==> config.mk <==
export PLATFORM = sky130hd
export DESIGN_NAME = ps2_host_tx
export DESIGN_NICKNAME = d
export VERILOG_FILES = /design/src/rtl/ps2_host_tx.sv
export SDC_FILE = /design/constraint.sdc
export NUM_CORES = 1
export LEC_CHECK = 0
export CAP_MARGIN = 15
export CORE_ASPECT_RATIO = 0.8
export CORE_MARGIN = 4
export CORE_UTILIZATION = 50
export CTS_CLUSTER_SIZE = 14
export DETAILED_ROUTE_END_ITERATION = 7
export GPL_TIMING_DRIVEN = 0
export HOLD_SLACK_MARGIN = 0.05
export PLACE_DENSITY = 0.71
export SETUP_SLACK_MARGIN = 0.1
export SYNTH_ARGS = -nofsm -noshare
export SYNTH_HDL_FRONTEND = slang
export SYNTH_SLANG_ARGS = --single-unit
==> constraint.sdc <==
create_clock -name clk -period 2.18 [get_ports clk]
set_input_delay 0.654 -clock clk [delete_from_list [all_inputs] [get_ports clk]]
set_output_delay 0.654 -clock clk [all_outputs]
set_load 0.02 [all_outputs]
==> src/rtl/ps2_host_tx.sv <==
// PS/2 host-to-device transmitter: inhibits the bus, issues a request-to-send,
// shifts a command byte plus odd parity and stop bit out on device clock edges,
// then samples the device acknowledge. A single watchdog aborts on a silent device.
module ps2_host_tx #(
  parameter int INHIBIT_CYC = 2400,
  parameter int START_TMO   = 360000,
  parameter int EDGE_TMO    = 48000,
  parameter int FILT        = 8
) (
  input  logic       clk,
  input  logic       reset_n,
  input  logic       ps2_clk_i,
  input  logic       ps2_dat_i,
  output logic       ps2_clk_oe,
  output logic       ps2_dat_oe,
  input  logic [7:0] tx_data,
  input  logic       tx_start,
  output logic       busy,
  output logic       done,
  output logic [1:0] err
);

  localparam int TMAX = (START_TMO > EDGE_TMO) ? START_TMO : EDGE_TMO;
  localparam int CMAX = (TMAX > INHIBIT_CYC) ? TMAX : INHIBIT_CYC;
  localparam int CW   = $clog2(CMAX + 1);
  localparam int FW   = $clog2(FILT + 1);

  typedef enum logic [2:0] {
    S_IDLE,
    S_INHIBIT,
    S_REQ,
    S_BITS,
    S_ACK,
    S_WAIT_REL,
    S_FIN
  } state_t;

  // Index 0 is the clock line, index 1 the data line.
  logic [1:0]         raw;
  logic [1:0]         sync1;
  logic [1:0]         sync2;
  logic [1:0]         lvl;
  logic [1:0][FW-1:0] fcnt;
  logic               clk_fall;
  logic               clk_lvl;
  logic               dat_lvl;

  state_t          state;
  logic [7:0]      data_q;
  logic            parity_q;
  logic [3:0]      idx;
  logic [CW-1:0]   cnt;
  logic            wd_active;

  assign raw     = {ps2_dat_i, ps2_clk_i};
  assign clk_lvl = lvl[0];
  assign dat_lvl = lvl[1];

  // The one counter times the inhibit phase, then serves as the watchdog.
  assign wd_active = (state == S_REQ) || (state == S_BITS) ||
                     (state == S_ACK) || (state == S_WAIT_REL);

  // Frame bit driven after device falling edge n: data LSB first, parity, stop.
  function automatic logic frame_bit(input logic [3:0] n);
    logic b;
    b = 1'b1;
    if (n >= 4'd1 && n <= 4'd8) b = data_q[3'(n - 4'd1)];
    else if (n == 4'd9)         b = parity_q;
    return b;
  endfunction

  // Synchronize both lines, accept a new level only after FILT stable cycles,
  // and flag a clock falling edge in the cycle the filtered level drops.
  // NOTE: every register here uses <= so all flops sample the same pre-edge values.
  always_ff @(posedge clk or negedge reset_n) begin
    if (!reset_n) begin
      sync1    <= '1;
      sync2    <= '1;
      lvl      <= '1;
      fcnt     <= '0;
      clk_fall <= 1'b0;
    end else begin
      sync1    <= raw;
      sync2    <= sync1;
      clk_fall <= lvl[0] && !sync2[0] && (fcnt[0] == FW'(FILT - 1));
      for (int i = 0; i < 2; i++) begin
        if (sync2[i] == lvl[i]) begin
          fcnt[i] <= '0;
        end else if (fcnt[i] == FW'(FILT - 1)) begin
          lvl[i]  <= sync2[i];
          fcnt[i] <= '0;
        end else begin
          fcnt[i] <= fcnt[i] + FW'(1);
        end
      end
    end
  end

  // Transfer sequencer with registered line drives and status outputs.
  always_ff @(posedge clk or negedge reset_n) begin
    if (!reset_n) begin
      state      <= S_IDLE;
      ps2_clk_oe <= 1'b0;
      ps2_dat_oe <= 1'b0;
      busy       <= 1'b0;
      done       <= 1'b0;
      err        <= 2'd0;
      // NOTE: the latched byte is cleared too, so an aborted command never reappears.
      data_q     <= '0;
      parity_q   <= 1'b0;
      idx        <= '0;
      cnt        <= '0;
    end else begin
      // NOTE: done defaults low here so it is a one-cycle pulse wherever it is set.
      done <= 1'b0;
      if (wd_active && cnt == '0) begin
        ps2_clk_oe <= 1'b0;
        ps2_dat_oe <= 1'b0;
        err        <= 2'd2;
        done       <= 1'b1;
        state      <= S_FIN;
      end else begin
        case (state)
          S_IDLE: begin
            if (tx_start) begin
              data_q     <= tx_data;
              parity_q   <= ~^tx_data;
              busy       <= 1'b1;
              err        <= 2'd0;
              idx        <= '0;
              ps2_clk_oe <= 1'b1;
              ps2_dat_oe <= (INHIBIT_CYC == 1);
              cnt        <= CW'(INHIBIT_CYC - 1);
              state      <= S_INHIBIT;
            end
          end
          S_INHIBIT: begin
            // Device edges seen here are our own inhibit and are ignored.
            if (cnt == '0) begin
              ps2_clk_oe <= 1'b0;
              ps2_dat_oe <= 1'b1;
              cnt        <= CW'(START_TMO);
              state      <= S_REQ;
            end else begin
              if (cnt == CW'(1)) ps2_dat_oe <= 1'b1;
              cnt <= cnt - CW'(1);
            end
          end
          S_REQ: begin
            if (clk_fall) begin
              idx        <= 4'd1;
              ps2_dat_oe <= ~frame_bit(4'd1);
              cnt        <= CW'(EDGE_TMO);
              state      <= S_BITS;
            end else begin
              cnt <= cnt - CW'(1);
            end
          end
          S_BITS: begin
            if (clk_fall) begin
              idx        <= idx + 4'd1;
              ps2_dat_oe <= ~frame_bit(idx + 4'd1);
              cnt        <= CW'(EDGE_TMO);
              if (idx == 4'd9) state <= S_ACK;
            end else begin
              cnt <= cnt - CW'(1);
            end
          end
          S_ACK: begin
            if (clk_fall) begin
              err   <= dat_lvl ? 2'd1 : 2'd0;
              idx   <= 4'd11;
              cnt   <= CW'(EDGE_TMO);
              state <= S_WAIT_REL;
            end else begin
              cnt <= cnt - CW'(1);
            end
          end
          S_WAIT_REL: begin
            if (clk_lvl && dat_lvl) begin
              done  <= 1'b1;
              state <= S_FIN;
            end else if (clk_fall) begin
              cnt <= CW'(EDGE_TMO);
            end else begin
              cnt <= cnt - CW'(1);
            end
          end
          S_FIN: begin
            busy  <= 1'b0;
            state <= S_IDLE;
          end
          default: state <= S_IDLE;
        endcase
      end
    end
  end

endmodule

==> impl_results.md <==
- Setup violators final: 0
- Fmax: 0.462 GHz
- Drt first pass iters: 5
- DR vias/cell: 6.02
- Post-route ant nets: 0
- Core box area: ~6400 sq um
- Gpl congestion: 0.899
- Final Hold Viols: 0
- Yosys reg bits: 56
- Die X-Extent: around 100 um
- Global route overflow: 0
- Clock buffer depth: 2
- Post-synthesis sequential area ratio: 0.422
- Nets@finish: 449
- Global-route wire length before repair: ~14 mm
- Antenna fix cells: 0
- Cells after Synth: 373
- Start of the worst register-to-register path: cnt[7]$_DFFE_PN0P_
- Starting Density: 0.519
- Critical path's largest stage delay: 560 ps
- Initial DRC Count: approximately 300
- RSZ-0062 raised after global routing: true
- Worst Hold Depth: 0
- Async SR Flop Fraction: 1.00
- CP Data Arrival Time: 2370 ps
- Initial antenna violation count: 0
- Root buf cell: clkbuf_8
- Post-route worst setup slack: roughly 17 ps
- Area delta synth->final: 24.3%
- Library cells used by synthesis: 58
- Min-delay src: sync1[1]$_DFF_PN1_
- Period utilization: 0.992
- Outcome: complete, no violations
- Worst-path fanout max: 9
- Lkg Pwr: 1.83 nW
- Syn Nets: 396
- DIE AREA: 8060 sq um
- Crit path buffers/inverters: 2
- WL/cell: 16.3 um
- R2r setup slk: 20 ps
- Total Wirelength: 8.34 mm
- Critical path endpoint category: register
- Row count: 26
- Top area cells in the synthesized netlist: dfrtp_1 37%, nand2_1 6.6%, o21ai_0 4.8%
- FF-to-FF End: cnt[13]$_DFFE_PN0P_
- Top-area cell type share of the netlist area: 0.375
- Synthesized area: 3340 sq um
- Clk sink count: 56
- Minimum clock period after layout: 2160 ps
- Startpoint types: register
- Largest net degree at the start of global routing: 32
- Crit path kind: reg -> reg
- Worst-path clk slew: 100 ps
- Setup Slack @ Placement: -297 ps
- Warnings from Yosys: 0
- PortBufs: 18
- Number of global-route vias before repair: 2899
- Die H: approximately 80 um
- Hpwl dp: around 5.6 mm
- Worst hold endpoint: sync2[1]$_DFF_PN1_
- I/O pins: 19
- Req. time, crit path: between 2000 and 2500 ps
- H-tree Lvls: 2
- Via count: roughly 3.1k
- Crit path max-delay family: simple AND/OR/NAND/NOR gates
- Synth Area per Inst: between 8 and 9 sq um
- Yosys top cell by area: dfrtp_1
- CTS tree: done
- Slowest CP cell: or4_4
- Share of cells above drive strength 1: 0.241
- Most used flip-flop cell after synthesis: dfrtp_1
- R2R cell count: 8
- Post-synth EDFFs: 0
- DRC viols: 0
- GRT Overall Usage: 0.218
- Worst-case vdd ir drop: between 0.5 and 0.6 mV
- Rel. slew slack: 0.448
- Hold-fix buffers, CTS: 0
- Fin. max-slew vios: 0
- HP Class: reg -> reg
- Max-Cap Viols: 0
- Pin slew with the least headroom to its limit: ~820 ps
- Clock skew: 7.40 ps
- Pwr Density: 923 nW/um^2
- Clock Latency Late Sink: 310 ps
- Total CTS buffers: 5
- Final core occ: 0.645
- CP cell instances: or4_4 > nor3b_4 > and2_4 > buf_8 > o22a_1 > buf_6 > a21oi_1 > o32a_1
synth_stat cells, types with 3 or more instances:
master and instances:
nor2_1 32, nor3b_1 4, nand2_1 59, clkbuf_1 12, ha_1 10, dfstp_2 6
mux2i_1 3, nand3_1 6, o21ai_0 32, a21o_1 6, inv_1 12, nor2b_1 4
nor3_1 14, and3_1 4, nor4_1 4, o22ai_1 4, a31oi_1 6, mux2_2 4
o211ai_1 7, buf_6 3, a22o_1 8, a21oi_1 20, nand2b_1 4, a211oi_1 3
dfrtp_1 50, xnor2_1 12
area by class of cell:
class	instances	area, sq um
fill	550	2290
multi-input combinational	288	1980
sequential	56	1410
timing repair buffer	46	413
tap	84	105
buffer	17	101
clock buffer	5	68.8
inverter	12	45.0
clock inverter	3	22.5
logic make-up after synthesis:
| kind of cell | Yosys count | share of synthesized area |
|---|---|---|
| flops | 56 | 0.422 |
| mux | 9 | 0.0360 |
| simple gates | 145 | 0.208 |
| xor+xnor | 12 | 0.0315 |
| fa+ha+maj | 10 | 0.0375 |
| buf+inv | 29 | 0.0397 |
| compound gates | 112 | 0.225 |
repair_timing:
action	4_1_cts	5_1_grt
setup buffers	18	8
pin swaps	9	9
resized for setup	30	36
setup endpoints to repair	29	25
cloned	1	0
stage by stage:
stage / total power (W) / TNS (ps) / area [sq um] / cells / hold slack, ps
global placement: 0.00275 / -73220 / 3630 / 475 / 347
finish: 0.00383 / 0 / 4150 / 511 / 363
global route: 0.00412 / -174 / 4150 / 511 / 365
CTS: 0.00362 / 0 / 4010 / 503 / 363
detailed placement: 0.00279 / -5230 / 3640 / 476 / 348
floorplan: 0.00242 / 0 / 3340 / 373 / 345
layout by cell type, fill, tap and decap left out, drive strengths merged, types with 7 or more instances in the layout:
master and instances:
nand2 59, dfrtp 50, buf 34, o21ai 33, nor2 32, a21oi 22, clkbuf 17, clkdlybuf4s50 16
nor3 14, inv 13, xnor2 12, ha 10, a22o 8, o211ai 7
worst max path at each step:
stage	from	endpoint	slack, ps	depth (start not counted)
final	cnt[7]$_DFFE_PN0P_	cnt[13]$_DFFE_PN0P_	20	8
after global routing	cnt[7]$_DFFE_PN0P_	cnt[13]$_DFFE_PN0P_	-50	8
after CTS	cnt[7]$_DFFE_PN0P_	cnt[13]$_DFFE_PN0P_	10	8
after detailed placement	tx_start	idx[3]$_DFFE_PN0P_	-300	7
after global placement	reset_n	cnt[0]$_DFFE_PN0P_	-1280	1
after floorplan	idx[0]$_DFFE_PN0P_	ps2_dat_oe$_DFFE_PN0P_	110	8
per-layer routing:
| metal | track usage | part of all wire | wire length, um |
|---|---|---|---|
| met2 | 0.347 | 0.44 | 3670 |
| met3 | 0.0378 | 0.065 | 538 |
| met4 | 0.0423 | 0.013 | 107 |
| met5 | 0 | 0 | 0 |
| met1 | 0.317 | 0.48 | 4020 |
flip-flops by register name, summed over array words and instances, names as in the netlist:
name        cells
state           3
data_q          8
parity_q        1
idx             4
clk_fall        1
cnt            19
sync1           2
ps2_dat_oe      1
done            1
lvl             2
busy            1
fcnt            8
sync2           2
ps2_clk_oe      1
err             2
report_power, final:
group          switching [W]  leakage, nW  internal [W]  total (W)
registers           0.000222        0.693       0.00127    0.00149
clock network       0.000350       0.0485      0.000231   0.000581
logic               0.000915         1.08      0.000846    0.00176
Power figures use the tool's default switching activity.
==> patch, RTL diff (same flow settings) <==
Set the parameter `FILT` to 16 (it was 8).
--- a/src/rtl/ps2_host_tx.sv
+++ b/src/rtl/ps2_host_tx.sv
@@ -6,5 +6,5 @@
   parameter int START_TMO   = 360000,
   parameter int EDGE_TMO    = 48000,
-  parameter int FILT        = 8
+  parameter int FILT        = 16
 ) (
   input  logic       clk,
Behaviour: no difference found for any inputs over 10 cycles, from zero or initial values and one cycle with reset_n low; that may be too few to reach the edited logic, so the function may still have changed.
==> patch against the original RTL <==
The run now ends with setup timing left. Wire length is 21% higher. Synthesized cell count is 1.1% higher. Sequential cell count is 2 higher. Fmax is 9.5% lower. Largest cell class unchanged. Design area is 10% higher. Worst setup slack worse by 0.23 ns. Synthesized area is 6.3% higher.
Power is not compared: it rests on default switching activity, and its combinational part moved more than twofold at a synthesized area within 25%.
==> patch: results (changes against the original RTL) <==
Placed design
  – Placed instance count: 484 (+1.7%)
  – Post-DP HPWL: 6.402 mm (+14%)
  – GP Congestion: 0.8988 (about the same)
  – Pre-CTS WS: -1.040 ns (-0.7430 ns)
  – Cell Area, Placed: 3861 sq um (+6.0%)

GRT
  – Global Route Usage Sum: 23.48% (+1.6 points)
  – Vias in the first global route: 3173 (+9.5%)
  – First-pass GRT wire length: 15.87 mm (+13%)
  – Largest net degree at the start of global routing: 34 (+6.3%)

Run status
  – Failing checks: setup timing
  – Run status: finished with violations

Timing
  – TNS Setup: -3.736 ns (-3.736 ns)
  – Setup Viol. Count Final: 28 (+28)
  – Clk_skew: 0.01084 ns (+0.003443 ns)
  – Fin worst setup slack: -0.2084 ns (-0.2258 ns)

Routing
  – Number of vias per cell: 6.514 (+8.3%)
  – Vias post-DR: 3407 (+11%)
  – Initial DRC Count: 318 (+5.3%)
  – WL/cell: 19.24 um (+18%)

Final layout
  – Fin nets: 454 (+1.1%)
  – Layout cells sized above 1: 25.92% (+1.8 points)
  – Leading registers by flop count: cnt x19, fcnt x10, data_q x8

Clock network
  – Clock transition at path regs: 0.07 ns (-0.03 ns)
  – CTS Buf Count: 9 (+4)
  – H-tree Lvls: 3 (+1)
  – Skew-Pair Late Insertion Delay: 0.35 ns (+0.04 ns)

Yosys
  – Syn nets: 400 (+1.0%)
  – Synth top cells by count: 52 x dfrtp_1, 48 x nand2_1, 23 x nor2_1, 18 x o21ai_0
  – Area contributors post-synth: dfrtp_1 37%, nand2_1 5.1%, dfstp_2 4.4%
  – Prevailing post-synth register cell: dfrtp_1
  – Cells after Synth: 377 (+1.1%)
  – Register area share after synthesis: 41.07% (-1.1 points)
  – Yosys warning count: 0 (unchanged)
  – Synth cell types: 68 (+17%)

Critical path
  – CP Data Arrival Time: 2.61 ns (+0.24 ns)
  – CP max FO: 7 (-2)

Min path
  – Worst hold-check path type: in -> async
patch: cells by family (layout without fill, tap and decap cells):
| family | after synthesis | count (layout) | share of synthesized area, % |
|---|---|---|---|
| xor gates and xnor gates | 16 | 16 | 3.945 |
| muxes | 10 | 10 | 3.663 |
| DFF | 58 | 58 | 41.07 |
| and+or+nand+nor | 139 | 140 | 19.97 |
| adders and majority gates | 10 | 10 | 3.522 |
| buffers and inverters | 32 | 89 | 5.107 |
| AOI/OAI and AO/OA | 112 | 113 | 22.72 |
patch: worst paths after layout:
path                       startpoint       end  slack [ns]  cells past startpoint
max                            cnt[9]    cnt[7]       -0.21                      6
min reg2reg                  sync1[1]  sync2[1]        0.36                      0
min in group clk             sync1[1]  sync2[1]        0.36                      0
min                           reset_n   fcnt[5]        0.32                      1
max in group asynchronous     reset_n    lvl[0]        1.20                      2
max reg2reg                    cnt[9]    cnt[7]       -0.21                      6
patch: worst reg2reg max path: stages, from the launching register on:
cell and delay [ns]:
dfrtp_1 0.41, or4_4 0.56, or4_4 0.52, buf_8 0.16
o21ai_0 0.37, o2bb2ai_1 0.17, a21oi_1 0.08
patch: layer usage:
layer / up-vias / GRT usage [%] / share of wire [%]
met4: 0 / 6.913 / 2.1
li1: 1535 / - / -
met2: 180 / 34.16 / 45
met1: 1663 / 34.11 / 44
met5: - / 0 / 0
met3: 29 / 6.213 / 9.5
patch: layout make-up:
type	instances	area (sq um)
buffer	16	151.4
clock buffer	11	141.4
clock inverter	5	55.05
fill	553	2303
inverter	15	56.30
multi-input combinational	289	2197
sequential	58	1459
tap	87	108.9
timing repair buffer	42	419.2
patch: repair_timing:
action,4_1_cts,5_1_grt
endpoints found under the setup margin,39,40
pin swaps,20,20
setup buffers,13,9
resized for setup,45,45
gates cloned,0,2
